### config.mk
export PLATFORM = sky130hd
export DESIGN_NAME = if_id_queue
export DESIGN_NICKNAME = d
export VERILOG_FILES = /design/src/rtl/if_id_queue.sv
export SDC_FILE = /design/constraint.sdc
export NUM_CORES = 1
export LEC_CHECK = 0
export CAP_MARGIN = 20
export CORE_MARGIN = 3
export CORE_UTILIZATION = 45
export CTS_CLUSTER_SIZE = 14
export DETAILED_ROUTE_END_ITERATION = 7
export MAX_ROUTING_LAYER = met4
export PLACE_DENSITY = 0.69
export SYNTH_ARGS = -nofsm -noshare
export SYNTH_HDL_FRONTEND = slang
export SYNTH_SLANG_ARGS = --single-unit
### constraint.sdc
create_clock -name clk -period 5.2 [get_ports clk]
set_input_delay 0.78 -clock clk [delete_from_list [all_inputs] [get_ports clk]]
set_output_delay 0.78 -clock clk [all_outputs]
set_load 0.02 [all_outputs]
### src/rtl/if_id_queue.sv
// rtl/if_id_queue.sv - IF->ID instruction FIFO presenting pre-split decode fields at the head
// Define IF_ID_QUEUE_BYPASS_EN for a same-cycle input-to-output path while the queue is empty.
module if_id_queue #(
   parameter int DEPTH = 4,
   parameter int PC_W  = 32
) (
   input  logic                   clk,
   input  logic                   rst,
   input  logic                   flush_i,
   input  logic                   in_valid,
   output logic                   in_ready,
   input  logic [31:0]            in_instr,
   input  logic [PC_W-1:0]        in_pc,
   output logic                   out_valid,
   input  logic                   out_ready,
   output logic [31:0]            out_instr,
   output logic [15:0]            out_imm16,
   output logic [4:0]             out_rs,
   output logic [4:0]             out_rt,
   output logic [4:0]             out_rd,
   output logic [PC_W-1:0]        out_pc,
   output logic [$clog2(DEPTH):0] count_o
);
   localparam int AW = $clog2(DEPTH);
   localparam int CW = AW + 1;
   localparam logic [CW-1:0] FULL = CW'(DEPTH);

   logic [31:0]     instr_mem [DEPTH];
   logic [PC_W-1:0] pc_mem    [DEPTH];

   logic [AW-1:0] rd_ptr_q, rd_ptr_d;
   logic [AW-1:0] wr_ptr_q, wr_ptr_d;
   logic [CW-1:0] count_q, count_d;

   logic            queue_valid;
   logic            bypass;
   logic            push;
   logic            pop;
   logic            wr_en;
   logic            rd_en;
   logic [31:0]     head_instr;
   logic [PC_W-1:0] head_pc;

   assign queue_valid = (count_q != '0) && !flush_i;
   assign in_ready    = (count_q < FULL) && !flush_i;

`ifdef IF_ID_QUEUE_BYPASS_EN
   assign bypass = (count_q == '0) && in_valid && !flush_i;
`else
   assign bypass = 1'b0;
`endif

   assign out_valid = queue_valid || bypass;
   assign push      = in_valid && in_ready;
   assign pop       = out_valid && out_ready;
   // A bypassed instruction taken by decode in the same cycle never enters storage
   assign wr_en     = push && !(bypass && out_ready);
   assign rd_en     = pop && !bypass;

   always_comb begin
      head_instr = instr_mem[rd_ptr_q];
      head_pc    = pc_mem[rd_ptr_q];
      if (bypass) begin
         head_instr = in_instr;
         head_pc    = in_pc;
      end
   end

   assign out_instr = out_valid ? head_instr : 32'd0;
   assign out_pc    = out_valid ? head_pc : '0;
   assign out_imm16 = out_instr[15:0];
   assign out_rs    = out_instr[25:21];
   assign out_rt    = out_instr[20:16];
   assign out_rd    = out_instr[15:11];
   assign count_o   = count_q;

   always_comb begin
      rd_ptr_d = rd_ptr_q;
      wr_ptr_d = wr_ptr_q;
      count_d  = count_q;
      if (flush_i) begin
         rd_ptr_d = '0;
         wr_ptr_d = '0;
         count_d  = '0;
      end else begin
         if (wr_en) wr_ptr_d = wr_ptr_q + AW'(1);
         if (rd_en) rd_ptr_d = rd_ptr_q + AW'(1);
         case ({wr_en, rd_en})
            2'b10:   count_d = count_q + CW'(1);
            2'b01:   count_d = count_q - CW'(1);
            default: count_d = count_q;
         endcase
      end
   end

   always_ff @(posedge clk or negedge rst) begin
      if (!rst) begin
         rd_ptr_q <= '0;
         wr_ptr_q <= '0;
         count_q  <= '0;
      end else begin
         rd_ptr_q <= rd_ptr_d;
         wr_ptr_q <= wr_ptr_d;
         count_q  <= count_d;
      end
   end

   always_ff @(posedge clk) begin
      if (wr_en) begin
         instr_mem[wr_ptr_q] <= in_instr;
         pc_mem[wr_ptr_q]    <= in_pc;
      end
   end
endmodule

# Word-level counts from Yosys, hierarchy flattened
# Memory sizes are Yosys's and may differ from the RTL's.
# Index checks and enable logic that the tools add are counted.
# word_totals
n_memories	2
reg_bits	7
input_bits	69
ramBits	256
# op_classes
muxes	10
magnitude_cmp	1
n_eq_ne	2
addsub	4
n_reduce_logical	9
# mem_list
name	words	width	rd	rd_ports_with_merged_regs	write_ports	line_no	source
instr_mem	4	32	1	0	1	28	logic [31:0] instr_mem [DEPTH];
pc_mem	4	32	1	0	1	29	logic [PC_W-1:0] pc_mem [DEPTH];
# op_table
operator	n
$mux 32	2
$mux 2	4
$pmux 3 s2	1
$reduce_bool 3->1	2
$add 2x1->2 const B	2
$logic_and 1x1->1	4
$reduce_bool 2->1	2
$add 3x1->3 const B	1
$lt 3x3->1 const B	1
$mux 3	1
$sub 3x1->3 const B	1
$eq 2x1->1 const B	1
$eq 2x2->1 const B	1
$mux 1	2
$logic_not 1->1	1

# Longest topological paths before layout
# Gate-level depths: netlist of run 1.
# depth
ltp_word	6
mapped_depth	9
mapped_depth_nobuf	8

# Least setup slack after synthesis of run 1
# Ideal clock, no wire load.
# synth_timing
kind	input to register
startpoint	input port flush_i
endpoint	memory instr_mem[0][0], enable pin
cell_stages	3
setup_time_ps	429
arrival_ps	2867
path_slack_ps	1904
path_cell_list	clkbuf_1 nor3b_4 and2_1
# synth_between
elab_chain_cells	5
# synth_lines
element	line_no	source
start, declared	9	input logic flush_i,
$logic_not 1->1	45	assign in_ready = (count_q < FULL) && !flush_i;
$logic_and 1x1->1	45	
$logic_and 1x1->1	54	assign push = in_valid && in_ready;
$mux 1	109	if (wr_en) begin
$mux 1 (not written as such)	110	instr_mem[wr_ptr_q] <= in_instr;
end, declared	28	
# No other way between the ends.

# Worst setup path in the final report of run 1
# layout_timing
startpoint	register rd_ptr_q[0]
endpoint	output port out_pc[13]
# layout_between
elab_chain_cells	2
# layout_lines
element	line_no	source
start, declared	31	logic [AW-1:0] rd_ptr_q, rd_ptr_d;
start signal, assigned	102	rd_ptr_q <= rd_ptr_d;
$mem_v2 4x32	--	
$mux 32	70	assign out_pc = out_valid ? head_pc : '0;
end, declared	21	output logic [PC_W-1:0] out_pc,
# No other way between the ends.

==> results.md, run 1 <==
* Leak Pwr at 0.00429 uW
* Row cnt at 55
* Postcts setup bufs at 0
* Initial antenna violation count at 0
* Outcome: finished clean
* Syn-to-layout area delta at 24.1%
* Mean Syn Cell Area at 21.2 um^2
* Critical Path Sink Type: primary output
* Mapped Nets at 567
* R2r startpoint: count_o[1]
* Most common cell after layout, fill and taps aside: edfxtp_1
* GRT Total Usage at 16.3%
* Cells after synthesis at 493
* Post-CTS Resized at 0
* Crit path time final at 3.86 ns
* Max-slew violation count at 0
* WL final at 19900 um
* Ys Warns at 0
* # diodes at 0
* TritonRoute pass-1 iters at 4
* Gp weighted congestion at 0.717
* Final net count at 706
* Req. time, crit path at 4.42 ns
* Final Hold Fails at 0
* # hold bufs at CTS at 0
* Critical Path Source Type: flip-flop
* Vias at 5095
* Routed Antenna Nets at 0
* Setup TNS at 0 ns
* Tot Pwr at 6040 uW
* Worst VDD drop at 0.000453 V
* Drt drc at 0
* Initial core utilization at 45.9%
* Iter 0 DRT Violations at 298
* RSZ-0062 raised after global routing: false
* Layout cells sized above 1 at 17.7%
* CTS tree: yes
* Sequential fraction of the synthesis area at 75.4%
* R2r setup slk at 2.00 ns
* Fill cell count at 1722
* Mapped Area at 0.0104 mm^2
* Detailed Place HPWL at 10700 um
* Grt total ovfl at 0
* Max_cap viols at 0
* Worst-Margin Slew at 1.05 ns
* Crit-path slowest cell: dfrtp_4
* Synth area leader: edfxtp_1
* F_max at 259 MHz
* Clock buffer depth at 3
* Most frequent cells in the layout: 256 x edfxtp_1, 168 x clkdlybuf4s50_1, 64 x mux4_2, 64 x and3_1, 27 x clkbuf_16
* Worst hold path type: input pin to asynchronous set/reset pin
* Max incr delay on CP at 0.82 ns
* Top post-synthesis cells by area: edfxtp_1 74%, mux4_2 14%, and3_1 3.8%
* R2R cell count at 9
* Worst-Skew Late Latency at 0.51 ns
* Pin count of the biggest net entering global routing at 70
* Finished layout cell area at 0.0130 mm^2
* Die Span Y at 158 um
* Flip-flop and latch count after synthesis at 263
* Crit path cell chain: buf_12, mux4_2, and3_1, clkdlybuf4s50_1
* Max FO, Critical Path at 39
* Worst clock skew at 0.00833 ns
* Die area at 0.0250 mm^2
* Vias per cell at 5.44
* Placement Cell Area at 0.0121 mm^2
* PortBufs at 168
* Setup violators final at 0
* Power density over the cells at 466 mW/mm^2
* Vias in the first global route at 5516
* Root Buffer: clkbuf_16
* Reg-to-reg endpoint: count_o[2]
* IO Pins at 169
* Drt wl/cell at 21.2 um
* Crit path DAT at 3.08 ns
* Setup CP Type: flip-flop to primary output
* Core ar. at 0.0227 mm^2
* Crit path capture: out_pc[13]
* CP startpoint: rd_ptr_q[0]
* Slew headroom at 30.0%
* Global-route wire length before repair at 30700 um
* CTS Buf Count at 27
* Post-route clock period utilization at 74.3%
* Worst-path clk slew at 0.06 ns
* Yosys cell types at 31
* Yosys top cell area share at 73.7%
* H-tree Lvls at 1
* Final core occ at 57.0%
* Die Wd at 158 um
* CTS sink cnt at 263
kinds of logic (layout without fill, tap and decap cells):
logic type,count (synthesis),in the layout,share of synthesized area (%)
AOI/OAI and AO/OA,9,9,0.612
buffers and inverters,64,222,4.22
adders and majority gates,5,5,0.672
xor gates and xnor gates,3,3,0.252
muxes,65,65,13.9
DFF,263,263,75.4
and+or+nand+nor,84,84,4.98
critical path: cells and delay by family (launching register included):
kind	cells	cell delay, ns
muxes	1	0.58
and+or+nand+nor	1	0.21
buffers and inverters	2	0.92
DFF	1	0.82
area by class of cell:
cell class              instances  area, um^2  share of cell area [%]
flip-flops and latches        263        7870                    60.8
multi-input cells             166        2140                    16.5
repair buffers                171        1740                    13.4
clock buffers                  34         702                    5.42
well taps                     285         357                    2.75
clock inverters                14         128                   0.985
inverters                       3        11.3                  0.0869
Yosys cell counts:
library cell,instances
nand2_1,3
buf_8,1
and3_1,64
buf_6,1
mux4_2,64
buf_4,33
and2_1,5
dfrtp_1,7
a21o_1,1
a32o_1,1
mux2i_1,1
a21boi_1,1
or4b_2,1
buf_12,3
nor2_1,5
o21ai_0,1
o21ba_2,1
fa_1,1
a21oi_1,2
o31ai_1,1
buf_2,7
xnor2_1,3
inv_1,3
or3_1,1
o22ai_1,1
clkbuf_1,16
ha_1,4
nor2b_1,2
nand3_1,2
nor3b_4,1
edfxtp_1,256
worst min-delay path by stage:
stage	startpoint	endpoint	cells past startpoint
floorplan	rst	count_o[0]	0
finish	rst	count_o[2]	1
global placement	wr_ptr_q[0]	wr_ptr_q[0]	2
detailed placement	wr_ptr_q[0]	wr_ptr_q[0]	2
CTS	rst	count_o[2]	1
global route	rst	count_o[2]	1
flip-flops by register name, summed over array words and instances (netlist names):
register	count
count_o	3
rd_ptr_q	2
pc_mem	128
wr_ptr_q	2
instr_mem	128
layer usage:
layer / wire [um] / up-vias / GRT usage (%)
met1: 8490 / 2631 / 21.4
met5: 0 / - / -
li1: - / 2266 / -
met4: 325 / 0 / 2.95
met3: 1130 / 28 / 3.26
met2: 9940 / 170 / 27.3
stage by stage:
step,setup slack [ns],instances,hold WS (ns)
finish,1.34,936,0.533
global route,1.12,936,0.522
CTS,1.11,935,0.519
detailed placement,1.11,887,0.631
global placement,1.20,886,0.592
floorplan,1.90,493,0.484
where the power goes:
group	total, uW	switching [uW]	internal, uW	leakage [uW]
clock network	1800	743	1050	0.000400
logic	1640	794	845	0.00148
registers	2600	131	2470	0.00241
Power figures use the tool's default switching activity.
==> inputs of run 2 (changes only) <==
- clock period: 5.2 -> 3.6 ns (I/O delays scaled with it)
==> results.md, run 2 (same netlist as run 1, synthesis figures left out) <==
* Clock buffer depth at 3 (unchanged)
* Critical Path Source Type: flip-flop
* RSZ-0062 raised after global routing: false
* Pin count of the biggest net entering global routing at 70 (unchanged)
* R2r setup slk at 0.96 ns (-1.04 ns)
* Leak Pwr at 0.00440 uW (+2.4%)
* Max incr delay on CP at 0.68 ns (-0.14 ns)
* Die Wd at 158 um (unchanged)
* Internal power at 6350 uW (+45%)
* Grt total ovfl at 0 (unchanged)
* Vias per cell at 5.36 (-1.5%)
* Vias at 5113 (+0.35%)
* Crit path buf inv count at 2 (unchanged)
* Root Buffer: clkbuf_16
* Max_cap viols at 0 (unchanged)
* Worst clock skew at 0.00750 ns (-0.000836 ns)
* Combinational Power Share at 28.1% (+0.9 points)
* Switching part of the total power at 27.8% (+0.20 points)
* # hold bufs at CTS at 0 (unchanged)
* Setup CP Type: flip-flop to primary output
* Part of the power in the clock network at 29.8% (about the same)
* CP delay by family, top: buffers and inverters
* Most common cell after layout, fill and taps aside: edfxtp_1
* Row cnt at 55 (unchanged)
* CTS sink cnt at 263 (unchanged)
* Slew headroom at 54.7% (+25 points)
* Worst-path clk slew at 0.06 ns (about the same)
* Crit path DAT at 2.88 ns (-0.20 ns)
* Postcts setup bufs at 0 (unchanged)
* Outcome: finished clean
* Most frequent cells in the layout: 256 x edfxtp_1, 168 x clkdlybuf4s50_1, 64 x mux4_2, 64 x and3_1, 29 x clkbuf_16
* Final hold slack at 0.296 ns (-0.237 ns)
* WL final at 20500 um (+3.4%)
* Power density over the cells at 669 mW/mm^2 (+44%)
* R2r startpoint: count_o[1]
* R2R cell count at 8 (-1)
* Worst-Margin Slew at 0.679 ns (-0.371 ns)
* Reg power frac at 42.1% (-1.0 points)
* Layout cells sized above 1 at 19.5% (+1.8 points)
* Crit-path slowest cell: dfrtp_4
* Psw at 2450 uW (+47%)
* Die area at 0.0250 mm^2 (unchanged)
* Drt drc at 0 (unchanged)
* Reg-to-reg endpoint: count_o[2]
* Drt wl/cell at 21.5 um (+1.4%)
* Final net count at 720 (+2.0%)
* PortBufs at 168 (unchanged)
* Crit. path cell count at 4 (unchanged)
* GRT Total Usage at 16.9% (+0.57 points)
* Crit path time final at 3.42 ns
* Iter 0 DRT Violations at 362 (+21%)
* Setup violators final at 0 (unchanged)
* Die Span Y at 158 um (unchanged)
* Max FO, Critical Path at 18 (-54%)
* Global-route wire length before repair at 31300 um (+2.2%)
* Worst-Skew Late Latency at 0.52 ns (about the same)
* Vias in the first global route at 5528 (+0.22%)
* TritonRoute pass-1 iters at 4 (unchanged)
* F_max at 292 MHz
* Crit path capture: out_pc[0]
* Crit path cell chain: buf_4, mux4_2, and3_1, clkdlybuf4s50_1
* Initial antenna violation count at 1 (+1)
* Post-CTS Resized at 0 (unchanged)
* Final Hold Fails at 0 (unchanged)
* IO Pins at 169 (unchanged)
* CTS Buf Count at 28 (+3.7%)
* Worst hold path type: input pin to asynchronous set/reset pin
* Max-slew violation count at 0 (unchanged)
* Critical Path Sink Type: primary output
* Req. time, crit path at 3.06 ns (-1.36 ns)
* H-tree Lvls at 1 (unchanged)
* Setup TNS at 0 ns (unchanged)
* Initial core utilization at 45.9% (unchanged)
* Detailed Place HPWL at 12100 um (+14%)
* Routed Antenna Nets at 0 (unchanged)
* Worst VDD drop at 0.000488 V (+7.6%)
* CTS tree: yes
* Post-route clock period utilization at 95.1%
* Gp weighted congestion at 0.742 (+3.6%)
* Core ar. at 0.0227 mm^2 (unchanged)
* CP startpoint: rd_ptr_q[0]
* Syn-to-layout area delta at 26.0%
## run 2: cell count changes in the layout (fill, tap and decap cells not counted), moves of 2 or more
| cell | delta |
|---|---|
| buf_12 | +5 |
| buf_4 | +8 |
| clkbuf_1 | -3 |
| clkbuf_16 | +2 |
| clkinv_1 | +5 |
| clkinv_2 | +2 |
## run 2: how the worst min path moves through the flow
stage | slack (ns) | startpoint | endpoint | depth (start not counted)
after global routing | 0.29 | rst | count_o[2] | 1
after CTS | 0.29 | rst | count_o[0] | 1
after floorplan | 0.24 | rst | count_o[0] | 0
final | 0.30 | rst | count_o[2] | 1
after global placement | 0.60 | wr_ptr_q[0] | wr_ptr_q[0] | 2
after detailed placement | 0.62 | wr_ptr_q[0] | wr_ptr_q[0] | 2
## run 2: per-stage QoR
stage	cells	setup slack, ns	total power, uW	utilization (%)	cell area [um^2]
floorplan	493	0.544	5380	-	10400
global placement	901	0.504	6250	54.1	12300
detailed placement	901	0.438	6270	54.1	12300
CTS	953	0.0981	8920	57.9	13100
global route	954	0.0221	9220	57.9	13100
finish	954	0.176	8800	57.9	13100
## run 2: final cells by class
cell class                 count  area, um^2
fill                        1701        9570
sequential                   263        7870
multi-input combinational    166        2140
timing repair buffer         184        1900
clock buffer                  33         741
tap                          285         357
clock inverter                19         119
inverter                       3        11.3
antenna                        1        2.50
## run 2: worst reg2reg max path, delay by kind of cell, from the launching register on
kind            cells  cell delay, ns
fa+ha+maj           1            0.42
simple gates        5            1.50
compound gates      2            0.23
flops               1            0.43
## run 2: layer usage
metal,part of all wire [%],track usage (%),vias to the layer above
met5,0,-,-
met4,1.3,3.07,0
met3,6.3,3.42,24
met2,51,28.5,168
met1,41,21.9,2624
li1,-,-,2297
## run 2: power by group through the flow
stage	clock, uW	combinational [uW]	sequential [uW]
finish	2620	2470	3700
global route	2840	2650	3730
CTS	2690	2520	3710
detailed placement	0	2500	3770
global placement	0	2500	3760
floorplan	0	1680	3700
==> inputs of run 3 (changes only) <==
- CAP_MARGIN: 20 -> unset
- CORE_UTILIZATION: 45 -> 50
- GPL_TIMING_DRIVEN: unset -> 0
- PLACE_DENSITY: 0.69 -> 0.75
==> results.md, run 3 (same netlist as run 1, synthesis figures left out) <==
* IO Pins at 169 (unchanged)
* Setup violators final at 0 (unchanged)
* Vias at 5335 (+4.3%)
* Postcts setup bufs at 0 (unchanged)
* Req. time, crit path at 3.06 ns (about the same)
* CTS Buf Count at 27 (-3.6%)
* F_max at 301 MHz (+3.0%)
* CTS sink cnt at 263 (unchanged)
* Iter 0 DRT Violations at 305 (-16%)
* Row cnt at 52 (-5.5%)
* Setup CP Type: flip-flop to primary output
* PortBufs at 167 (-0.60%)
* Vias in the first global route at 5699 (+3.1%)
* Die Span Y at 150 um (-4.9%)
* WL final at 20100 um (-2.3%)
* GRT Total Usage at 18.6% (+1.7 points)
* Psw at 2440 uW (-0.24%)
* H-tree Lvls at 1 (unchanged)
* Reg power frac at 40.8% (-1.3 points)
* Max FO, Critical Path at 10 (-8)
* Combinational Power Share at 30.7% (+2.6 points)
* Most common cell after layout, fill and taps aside: edfxtp_1
* Root Buffer: clkbuf_16
* Part of the power in the clock network at 28.5% (-1.3 points)
* Worst VDD drop at 0.000478 V (-2.0%)
* Slew headroom at 57.3% (+2.6 points)
* Internal power at 6450 uW (+1.6%)
* Max incr delay on CP at 0.61 ns (-0.07 ns)
* Outcome: finished clean
* TritonRoute pass-1 iters at 7 (+3)
* Pre-CTS setup slack at 0.358 ns (-0.0800 ns)
* Grt total ovfl at 0 (unchanged)
* Post-route clock period utilization at 92.4% (-2.8 points)
* Worst-path clk slew at 0.06 ns (about the same)
* Setup TNS at 0 ns (unchanged)
* Worst-Margin Slew at 0.640 ns (-0.0388 ns)
* Most frequent cells in the layout: 256 x edfxtp_1, 167 x clkdlybuf4s50_1, 64 x mux4_2, 64 x and3_1, 33 x buf_4
* Worst-Skew Late Latency at 0.51 ns (about the same)
* Worst hold path type: input pin to asynchronous set/reset pin
* Max-slew violation count at 0 (unchanged)
* Switching part of the total power at 27.5% (-0.36 points)
* Gp weighted congestion at 0.694 (-6.5%)
* Final net count at 767 (+6.5%)
* Crit path DAT at 2.78 ns (-0.10 ns)
* Drt wl/cell at 20.4 um (-5.4%)
* Die Wd at 150 um (-4.9%)
* Core ar. at 0.0204 mm^2 (-10%)
* Worst clock skew at 0.00856 ns (+0.00106 ns)
* Pin count of the biggest net entering global routing at 41 (-41%)
* # hold bufs at CTS at 0 (unchanged)
* Die area at 0.0226 mm^2 (-9.6%)
* Crit path time final at 3.32 ns (-0.0993 ns)
* Initial antenna violation count at 2 (+1)
* Crit-path slowest cell: clkdlybuf4s50_1
* Power density over the cells at 665 mW/mm^2 (-0.64%)
* RSZ-0062 raised after global routing: false
* Detailed Place HPWL at 12800 um (+5.7%)
* CTS tree: yes
* Drt drc at 0 (unchanged)
* R2R cell count at 8 (unchanged)
* Global-route wire length before repair at 31400 um (+0.11%)
* Syn-to-layout area delta at 28.1%
* Final Hold Fails at 0 (unchanged)
* Critical Path Source Type: flip-flop
* Min setup slack post-route at 0.275 ns (+0.0993 ns)
* Layout cells sized above 1 at 22.0% (+2.6 points)
* Routed Antenna Nets at 0 (unchanged)
* Max_cap viols at 0 (unchanged)
* Leak Pwr at 0.00457 uW (+3.9%)
* Clock buffer depth at 3 (unchanged)
* Crit path cell chain: or3_1, buf_2, clkbuf_1, and3_1, clkdlybuf4s50_1
* Vias per cell at 5.41 (+0.96%)
* Initial core utilization at 51.2% (+5.3 points)
* Fill cell count at 1366 (-20%)
* Critical Path Sink Type: primary output
==> run 3: cell types whose count changed in the layout (fill, tap and decap cells not counted), sizes merged <==
| cell | delta |
|---|---|
| clkinvlp | +1 |
| diode | +2 |
| clkbuf | +20 |
| inv | +1 |
| clkinv | -9 |
| clkdlybuf4s50 | -1 |
| buf | +33 |
==> run 3: power by group through the flow <==
| stage | logic [uW] | registers (uW) | clock network, uW |
|---|---|---|---|
| floorplan | 1680 | 3700 | 0 |
| global placement | 2710 | 3700 | 0 |
| detailed placement | 2760 | 3690 | 0 |
| CTS | 2770 | 3630 | 2600 |
| global route | 2930 | 3640 | 2730 |
| finish | 2730 | 3630 | 2530 |
==> run 3: final timing paths <==
path	from	endpoint	slack, ns
min	rst	wr_ptr_q[0]	0.30
max reg2reg	count_o[2]	count_o[2]	0.95
max in group asynchronous	rst	count_o[1]	3.05
min reg2reg	wr_ptr_q[0]	wr_ptr_q[0]	0.62
min in group clk	flush_i	count_o[2]	0.38
max	count_o[2]	out_pc[16]	0.28
==> run 3: layer usage <==
| layer | track usage, % | wire, um | vias to the layer above |
|---|---|---|---|
| li1 | - | - | 2400 |
| met5 | - | 0 | - |
| met3 | 3.46 | 1390 | 33 |
| met4 | 3.75 | 293 | 0 |
| met1 | 25.1 | 8430 | 2726 |
| met2 | 30.2 | 9970 | 176 |
==> run 3: final cells by class <==
type,instances,area (um^2),share of cell area (%)
antenna,3,7.51,0.0562
buffer,61,430,3.22
tap,270,338,2.53
clock inverter,12,88.8,0.664
multi-input combinational,166,2140,16.0
clock buffer,37,723,5.41
timing repair buffer,171,1770,13.2
inverter,3,11.3,0.0842
sequential,263,7860,58.8
==> run 3: critical path: cells and delay by family, from the launching register on <==
kind / cells / cell delay, ns
flops: 1 / 0.52
simple gates: 2 / 0.50
buf+inv: 3 / 1.26
==> run 3: repair_timing <==
| item | CTS | global route |
|---|---|---|
| endpoints found under the hold margin | 0 | 0 |
| gates resized for setup | 0 | 2 |
| setup endpoints to repair | 0 | 1 |
==> run 3: per-stage QoR <==
step                      total power (uW)  util, %  hold slack [ns]  cell area [um^2]  std cells
final                                 8890     65.6            0.300             13400        986
after global routing                  9310     65.6            0.315             13400        985
after CTS                             9010     65.6            0.286             13400        983
after detailed placement              6450     61.6            0.609             12500        934
after global placement                6410     61.1            0.586             12400        930
after floorplan                       5380        -            0.244             10400        493
